--- src/rtl/text_console_writer_if.sv ---
// ---------------------------------------------------------------------------
// text_console_writer_if
//   Byte-stream handshake into the text console writer.
//
//   char_in     8  byte to display, or a control code
//   fg_in       3  foreground colour that goes with char_in
//   bg_in       3  background colour that goes with char_in
//   char_valid  1  char_in / fg_in / bg_in are valid
//   char_ready  1  the writer accepts a byte on this cycle's posedge
//
//   master : byte source (drives data and valid, observes ready)
//   slave  : console writer (observes data and valid, drives ready)
// ---------------------------------------------------------------------------
interface text_console_writer_if;
  logic [7:0] char_in;
  logic [2:0] fg_in;
  logic [2:0] bg_in;
  logic       char_valid;
  logic       char_ready;

  modport master (
    output char_in,
    output fg_in,
    output bg_in,
    output char_valid,
    input  char_ready
  );

  modport slave (
    input  char_in,
    input  fg_in,
    input  bg_in,
    input  char_valid,
    output char_ready
  );
endinterface

--- src/rtl/text_console_writer.sv ---
// ---------------------------------------------------------------------------
// text_console_writer
//   Writer side of the 80x60 text-mode video path. Takes bytes from a
//   valid/ready stream, interprets control codes, keeps the cursor and
//   writes character + colour cells into the character RAM that the VGA
//   text renderer reads. Scrolling is done by advancing a circular row
//   offset (scroll_row) and blanking the row that wraps around to the
//   bottom, so no read-back or copy of the RAM is ever needed.
//
//   Ports
//     clk         system clock, all logic on posedge
//     reset       synchronous reset, active-high
//     stream      byte stream (slave side): char_in, fg_in, bg_in,
//                 char_valid in, char_ready out
//     wr_en       character RAM write strobe, one cycle per cell
//     wr_addr     {col[6:0], physical_row[5:0]}
//     wr_char     character code to write
//     wr_fg       foreground colour to write
//     wr_bg       background colour to write
//     cursor_col  logical cursor column
//     cursor_row  logical cursor row (0 = top visible line)
//     scroll_row  physical RAM row displayed as the top line
//     busy        clear-line or clear-screen sequence in progress
//
//   Control codes
//     0x20..0x7F  printable: write at cursor, advance column (wraps with
//                 a line advance at the last column)
//     0x0D CR     column to 0
//     0x0A LF     line advance, column unchanged
//     0x08 BS     step back one column and blank that cell (no-op at col 0)
//     0x0C FF     home cursor, reset scroll, clear the whole screen
//     others      consumed and ignored
// ---------------------------------------------------------------------------
module text_console_writer #(
  parameter int COLS           = 80,
  parameter int ROWS           = 60,
  parameter bit CLEAR_ON_RESET = 1'b1
) (
  input  logic                       clk,
  input  logic                       reset,
  text_console_writer_if.slave       stream,
  output logic                       wr_en,
  output logic [12:0]                wr_addr,
  output logic [7:0]                 wr_char,
  output logic [2:0]                 wr_fg,
  output logic [2:0]                 wr_bg,
  output logic [6:0]                 cursor_col,
  output logic [5:0]                 cursor_row,
  output logic [5:0]                 scroll_row,
  output logic                       busy
);

  localparam logic [6:0] LAST_COL = 7'(COLS - 1);
  localparam logic [5:0] LAST_ROW = 6'(ROWS - 1);
  localparam logic [6:0] ROWS_W   = 7'(ROWS);

  localparam logic [7:0] CH_SPACE = 8'h20;
  localparam logic [7:0] CH_BS    = 8'h08;
  localparam logic [7:0] CH_LF    = 8'h0A;
  localparam logic [7:0] CH_FF    = 8'h0C;
  localparam logic [7:0] CH_CR    = 8'h0D;

  typedef enum logic [1:0] {
    IDLE       = 2'd0,
    CLR_LINE   = 2'd1,
    CLR_SCREEN = 2'd2
  } state_t;

  state_t      state_reg;
  logic [6:0]  col_reg;
  logic [5:0]  row_reg;
  logic [5:0]  scroll_reg;
  logic [2:0]  attr_fg_reg;
  logic [2:0]  attr_bg_reg;
  // Position of the next blanking write during CLR_LINE / CLR_SCREEN.
  // clr_row_reg is a physical row.
  logic [6:0]  clr_col_reg;
  logic [5:0]  clr_row_reg;

  logic        wr_en_reg;
  logic [12:0] wr_addr_reg;
  logic [7:0]  wr_char_reg;
  logic [2:0]  wr_fg_reg;
  logic [2:0]  wr_bg_reg;

  // Physical row of the cursor, wrapping at ROWS (not at 64).
  logic [6:0]  phys_sum;
  logic [5:0]  phys_row;
  logic [5:0]  scroll_next;
  logic        printable;
  logic        accept;

  always_comb begin
    phys_sum = {1'b0, scroll_reg} + {1'b0, row_reg};
    phys_row = phys_sum[5:0];
    if (phys_sum >= ROWS_W) begin
      phys_row = 6'(phys_sum - ROWS_W);
    end
  end

  assign scroll_next = (scroll_reg == LAST_ROW) ? 6'd0 : scroll_reg + 6'd1;

  // 0x20..0x7F: bit 7 clear and bits 6:5 not both zero.
  assign printable = !stream.char_in[7] && (stream.char_in[6:5] != 2'b00);

  assign stream.char_ready = (state_reg == IDLE) && !reset;
  assign accept            = stream.char_valid && stream.char_ready;

  always_ff @(posedge clk) begin
    if (reset) begin
      state_reg   <= CLEAR_ON_RESET ? CLR_SCREEN : IDLE;
      col_reg     <= 7'd0;
      row_reg     <= 6'd0;
      scroll_reg  <= 6'd0;
      attr_fg_reg <= 3'b111;
      attr_bg_reg <= 3'b000;
      clr_col_reg <= 7'd0;
      clr_row_reg <= 6'd0;
      wr_en_reg   <= 1'b0;
      wr_addr_reg <= 13'd0;
      wr_char_reg <= CH_SPACE;
      wr_fg_reg   <= 3'b111;
      wr_bg_reg   <= 3'b000;
    end else begin
      wr_en_reg <= 1'b0;
      unique case (state_reg)
        IDLE: begin
          if (accept) begin
            attr_fg_reg <= stream.fg_in;
            attr_bg_reg <= stream.bg_in;
            if (printable) begin
              wr_en_reg   <= 1'b1;
              wr_addr_reg <= {col_reg, phys_row};
              wr_char_reg <= stream.char_in;
              wr_fg_reg   <= stream.fg_in;
              wr_bg_reg   <= stream.bg_in;
              if (col_reg == LAST_COL) begin
                col_reg <= 7'd0;
                // Line advance after wrapping off the last column.
                if (row_reg != LAST_ROW) begin
                  row_reg <= row_reg + 6'd1;
                end else begin
                  // The row at the top of the screen becomes the new
                  // bottom line once scroll_row moves past it.
                  clr_col_reg <= 7'd0;
                  clr_row_reg <= scroll_reg;
                  state_reg   <= CLR_LINE;
                end
              end else begin
                col_reg <= col_reg + 7'd1;
              end
            end else begin
              unique case (stream.char_in)
                CH_CR: begin
                  col_reg <= 7'd0;
                end
                CH_LF: begin
                  if (row_reg != LAST_ROW) begin
                    row_reg <= row_reg + 6'd1;
                  end else begin
                    clr_col_reg <= 7'd0;
                    clr_row_reg <= scroll_reg;
                    state_reg   <= CLR_LINE;
                  end
                end
                CH_BS: begin
                  if (col_reg != 7'd0) begin
                    col_reg     <= col_reg - 7'd1;
                    wr_en_reg   <= 1'b1;
                    wr_addr_reg <= {col_reg - 7'd1, phys_row};
                    wr_char_reg <= CH_SPACE;
                    wr_fg_reg   <= stream.fg_in;
                    wr_bg_reg   <= stream.bg_in;
                  end
                end
                CH_FF: begin
                  col_reg     <= 7'd0;
                  row_reg     <= 6'd0;
                  scroll_reg  <= 6'd0;
                  clr_col_reg <= 7'd0;
                  clr_row_reg <= 6'd0;
                  state_reg   <= CLR_SCREEN;
                end
                default: begin
                end
              endcase
            end
          end
        end

        CLR_LINE: begin
          wr_en_reg   <= 1'b1;
          wr_addr_reg <= {clr_col_reg, clr_row_reg};
          wr_char_reg <= CH_SPACE;
          wr_fg_reg   <= attr_fg_reg;
          wr_bg_reg   <= attr_bg_reg;
          if (clr_col_reg == LAST_COL) begin
            clr_col_reg <= 7'd0;
            scroll_reg  <= scroll_next;
            state_reg   <= IDLE;
          end else begin
            clr_col_reg <= clr_col_reg + 7'd1;
          end
        end

        CLR_SCREEN: begin
          wr_en_reg   <= 1'b1;
          wr_addr_reg <= {clr_col_reg, clr_row_reg};
          wr_char_reg <= CH_SPACE;
          wr_fg_reg   <= attr_fg_reg;
          wr_bg_reg   <= attr_bg_reg;
          if (clr_col_reg == LAST_COL) begin
            clr_col_reg <= 7'd0;
            if (clr_row_reg == LAST_ROW) begin
              clr_row_reg <= 6'd0;
              state_reg   <= IDLE;
            end else begin
              clr_row_reg <= clr_row_reg + 6'd1;
            end
          end else begin
            clr_col_reg <= clr_col_reg + 7'd1;
          end
        end

        default: begin
          state_reg <= IDLE;
        end
      endcase
    end
  end

  // The strobe is masked by reset so that a reset raised in the middle of
  // a sequence stops writes in the same cycle it is asserted.
  assign wr_en      = wr_en_reg && !reset;
  assign wr_addr    = wr_addr_reg;
  assign wr_char    = wr_char_reg;
  assign wr_fg      = wr_fg_reg;
  assign wr_bg      = wr_bg_reg;
  assign cursor_col = col_reg;
  assign cursor_row = row_reg;
  assign scroll_row = scroll_reg;
  assign busy       = (state_reg != IDLE);

endmodule

--- src/flat_wrapper.sv ---
// flat-port wrapper written by rule: the top's interface ports become plain ports
module text_console_writer_flat 
#(
  parameter int COLS           = 80,
  parameter int ROWS           = 60,
  parameter bit CLEAR_ON_RESET = 1'b1
)
  (clk, reset, wr_en, wr_addr, wr_char, wr_fg, wr_bg, cursor_col, cursor_row, scroll_row, busy, stream_char_in, stream_fg_in, stream_bg_in, stream_char_valid, stream_char_ready);
  text_console_writer_if stream_i ();
  input  logic clk;
  input  logic reset;
  output logic wr_en;
  output logic [12:0] wr_addr;
  output logic [7:0] wr_char;
  output logic [2:0] wr_fg;
  output logic [2:0] wr_bg;
  output logic [6:0] cursor_col;
  output logic [5:0] cursor_row;
  output logic [5:0] scroll_row;
  output logic busy;
  input wire logic [$bits(stream_i.char_in)-1:0] stream_char_in;
  input wire logic [$bits(stream_i.fg_in)-1:0] stream_fg_in;
  input wire logic [$bits(stream_i.bg_in)-1:0] stream_bg_in;
  input wire logic [$bits(stream_i.char_valid)-1:0] stream_char_valid;
  output wire logic [$bits(stream_i.char_ready)-1:0] stream_char_ready;
  assign stream_i.char_in = stream_char_in;
  assign stream_i.fg_in = stream_fg_in;
  assign stream_i.bg_in = stream_bg_in;
  assign stream_i.char_valid = stream_char_valid;
  assign stream_char_ready = stream_i.char_ready;
  text_console_writer #(.COLS(COLS), .ROWS(ROWS), .CLEAR_ON_RESET(CLEAR_ON_RESET)) u_core (.clk(clk), .reset(reset), .stream(stream_i), .wr_en(wr_en), .wr_addr(wr_addr), .wr_char(wr_char), .wr_fg(wr_fg), .wr_bg(wr_bg), .cursor_col(cursor_col), .cursor_row(cursor_row), .scroll_row(scroll_row), .busy(busy));
endmodule
--- config.mk ---
export PLATFORM = sky130hd
export DESIGN_NAME = text_console_writer_flat
export DESIGN_NICKNAME = d
export VERILOG_FILES = /design/src/rtl/text_console_writer_if.sv /design/src/rtl/text_console_writer.sv /design/src/flat_wrapper.sv
export SDC_FILE = /design/constraint.sdc
export NUM_CORES = 1
export LEC_CHECK = 0
export ABC_AREA = 1
export CORE_ASPECT_RATIO = 2
export CORE_MARGIN = 2
export CORE_UTILIZATION = 58
export DETAILED_ROUTE_END_ITERATION = 10
export PLACE_DENSITY = 0.92
export SYNTH_ARGS = -nofsm -noshare
export SYNTH_HDL_FRONTEND = slang
export SYNTH_SLANG_ARGS = --single-unit
export TNS_END_PERCENT = 5
--- constraint.sdc ---
create_clock -name clk -period 4 [get_ports clk]
set_input_delay 0.4 -clock clk [delete_from_list [all_inputs] [get_ports clk]]
set_output_delay 0.4 -clock clk [all_outputs]
set_load 0.01 [all_outputs]
==> impl_metrics.csv <==
group,metric,value,unit
power,switchingPower,0.347,mW
grt,grt_pass1_wl,19.9,mm
yosys,dominantRegCellSynth,"dfxtp_1",
cts,worstSkewPairLatency,0.34,ns
sta,timing.final.crit_period,2.81,ns
yosys,synth_edf_count,0,
yosys,synth.yosys.seq_area_share,0.327,
sta,fmax,0.356,GHz
cts,post_cts.repair.setup_buffers,0,
routing,ant_nets,0,
cts,num_cts_buffers,9,
sta,grt_setup_unrepaired,"false",
finish,layout-area-overhead-vs-synth,24.1,%
run_status,outcome,"complete, no violations",
sta,max_slew.worst_pin.slew,1.09,ns
finish,drive_gt1_frac,0.0847,
power,powerDensity,305,mW/mm^2
cts,cts_buffer_depth,2,
yosys,mappedNetlistNets,644,
setup_path,cp_data_arrival_time,3.02,ns
setup_path,critPathKind,"reg -> reg",
power,seq_power_share,0.436,
cts,post_cts_resize_count,0,
sta,setup_violations,0,
floorplanning,dieArea,0.00791,sq mm
cts,cts_tree,"yes",
yosys,syn_area,0.00416,sq mm
sta,final.period_utilization,0.702,
cts,tritoncts_num_sinks,68,
floorplanning,std_cell_rows,43,
finish,flip_flop_count_of_the_largest_register_all_copies_and_words_added,13,
setup_path,cp_data_required_time,4.22,ns
floorplanning,start_util,0.600,
sta,finalHoldViolations,0,
setup_path,crit_path_start_kind,"flip-flop",
yosys,postSynthAreaPerCell,6.85,sq um
floorplanning,fp.dieH,124,um
yosys,ys_ff_latch,68,
place,gp_congestion,0.919,
floorplanning,core_region_area,0.00694,sq mm
grt,maximum_number_of_pins_on_one_net_before_global_route_repair,39,
yosys,synth_async_sr_flop_share,0,
routing,drt-initial-drc-count,474,
sta,fin_worst_skew,0.00643,ns
power,p_int,1.23,mW
job,cap_violations,0,
power,sw_frac_of_total,0.220,
routing,drtPass1Iterations,6,
yosys,post_synth_num_cell_types,47,
grt,antenna_found_initial,0,
cts,ctsHoldBuffers,0,
routing,post_drt_wl_per_cell,16.1,um
grt,overflow,0,
routing,drt-total-wl,12.3,mm
place,placement.io_buffers,65,
yosys,synth-warning-count,0,
cts,root_buffer,"clkbuf_16",
floorplanning,io_pins,66,
setup_path,cp_max_fo,37,
power,p_leak,2.17,nW
floorplanning,die-width,63.9,um
sta,timing.setup.tns,0,ns
power,combinationalPowerShare,0.052,
place,place.detailed.hpwl,8.59,mm
cts,htreeDepth,3,
routing,total_number_of_vias,4599,
sta,maxSlewViolCount,0,
power,ir_drop,0.277,mV
finish,antennaDiodeCount,0,
yosys,synthesis.instances,608,
sta,timing.slew.headroom,0.269,
power,power.clock.fraction,0.512,
finish,fin_nets,704,
routing,viasPerCell,6.03,
setup_path,nature_of_the_critical_path_endpoint,"flip-flop",
routing,drcViolationCount,0,
hold_path,min_path_type,"reg -> reg",
cts,cts.reportedPaths.clkPinSlew,0.06,ns
grt,first_global_vias,4414,
power,power_consumption,1.58,mW
grt,grt_usage,0.322,
area by class of cell:
cell class | count | area, sq um
clock inverters | 5 | 50.0
multi-input cells | 449 | 2440
fillers | 495 | 1770
flip-flops and latches | 68 | 1360
well taps | 90 | 113
inverters | 71 | 269
repair buffers | 69 | 681
clock buffers | 11 | 253
cells in the mapped netlist (2+ instances only):
library cell | instances | area, sq um
buf_2 | 2 | 10.0
nand3_1 | 47 | 235
xnor2_1 | 3 | 26.3
buf_4 | 2 | 15.0
nor2_1 | 57 | 214
inv_1 | 57 | 214
clkinv_1 | 2 | 7.51
a22oi_1 | 3 | 22.5
o22ai_1 | 5 | 31.3
a211oi_1 | 3 | 22.5
nand2_4 | 2 | 22.5
o211ai_1 | 4 | 30.0
xor2_1 | 12 | 105
nor3_1 | 8 | 40.0
a21oi_2 | 4 | 35.0
nand3_2 | 3 | 30.0
nand2_1 | 121 | 454
ha_1 | 18 | 225
inv_2 | 11 | 41.3
o21ai_2 | 2 | 17.5
a31oi_1 | 8 | 50.1
dfxtp_1 | 68 | 1360
o21ai_0 | 51 | 255
nor2_4 | 3 | 33.8
nand2_2 | 4 | 25.0
clkbuf_1 | 14 | 52.6
o21ai_1 | 12 | 60.1
nand3b_1 | 4 | 30.0
nand4_1 | 6 | 37.5
a21oi_1 | 54 | 270
a211oi_2 | 2 | 25.0
layer usage:
metal	routed length, um	GRT usage	part of all wire	vias up
met5	0	0	0	-
met2	6410	0.581	0.52	273
li1	-	-	-	2154
met3	872	0.0678	0.071	82
met1	4170	0.315	0.34	2090
met4	854	0.247	0.069	0
final timing paths:
| check | from | slack [ns] | cells past startpoint | end |
|---|---|---|---|---|
| max | u_core.state_reg[0] | 1.19 | 10 | u_core.wr_char[5] |
| max reg2reg | u_core.state_reg[0] | 1.19 | 10 | u_core.wr_char[5] |
| min reg2reg | u_core.wr_char[7] | 0.44 | 2 | u_core.wr_char[7] |
| min | u_core.wr_char[7] | 0.44 | 2 | u_core.wr_char[7] |
per-stage QoR:
stage / hold slack [ns] / cells / area (sq um) / util / setup slack (ns)
2_1_floorplan: 0.446 / 608 / 4160 / - / 1.72
3_3_place_gp: 0.435 / 747 / 4860 / 0.701 / 1.25
3_5_place_dp: 0.436 / 747 / 4860 / 0.701 / 1.12
4_1_cts: 0.444 / 763 / 5170 / 0.745 / 1.24
5_1_grt: 0.480 / 763 / 5170 / 0.745 / 0.924
6_report: 0.444 / 763 / 5170 / 0.745 / 1.19
critical path: stages (launching register included):
cell      delay [ns]
dfxtp_1         0.40
inv_1           0.11
ha_1            0.29
buf_4           0.32
clkinv_1        0.16
o21ai_2         0.19
nand2_2         0.22
inv_2           0.54
nand4_1         0.22
o22ai_1         0.16
nand2_1         0.08
power groups by stage:
stage / registers (mW) / clock network, mW / logic [mW]
floorplan: 0.701 / 0 / 0.0423
global placement: 0.701 / 0 / 0.0779
detailed placement: 0.701 / 0 / 0.0797
CTS: 0.687 / 0.805 / 0.0806
global route: 0.687 / 0.832 / 0.0899
finish: 0.687 / 0.806 / 0.0827
kinds of logic (layout without fill, tap and decap cells):
kind of cell / Yosys count / count (layout) / share of synthesized area
buffers and inverters: 91 / 156 / 0.0868
AO/OA/AOI/OAI: 154 / 154 / 0.212
flip-flops: 68 / 68 / 0.327
adder cells (fa/ha/maj): 19 / 19 / 0.0589
AND/OR/NAND/NOR: 261 / 261 / 0.284
XOR/XNOR: 15 / 15 / 0.0316
placed cells by master (no fill, tap or decap), types with 9 or more instances in the layout:
cell,instances
nand2_1,121
dfxtp_1,68
clkdlybuf4s50_1,65
inv_1,57
nor2_1,57
a21oi_1,54
o21ai_0,51
nand3_1,47
ha_1,18
xor2_1,12
o21ai_1,12
inv_2,11
clkbuf_16,9
(Power assumes the default switching activity.)
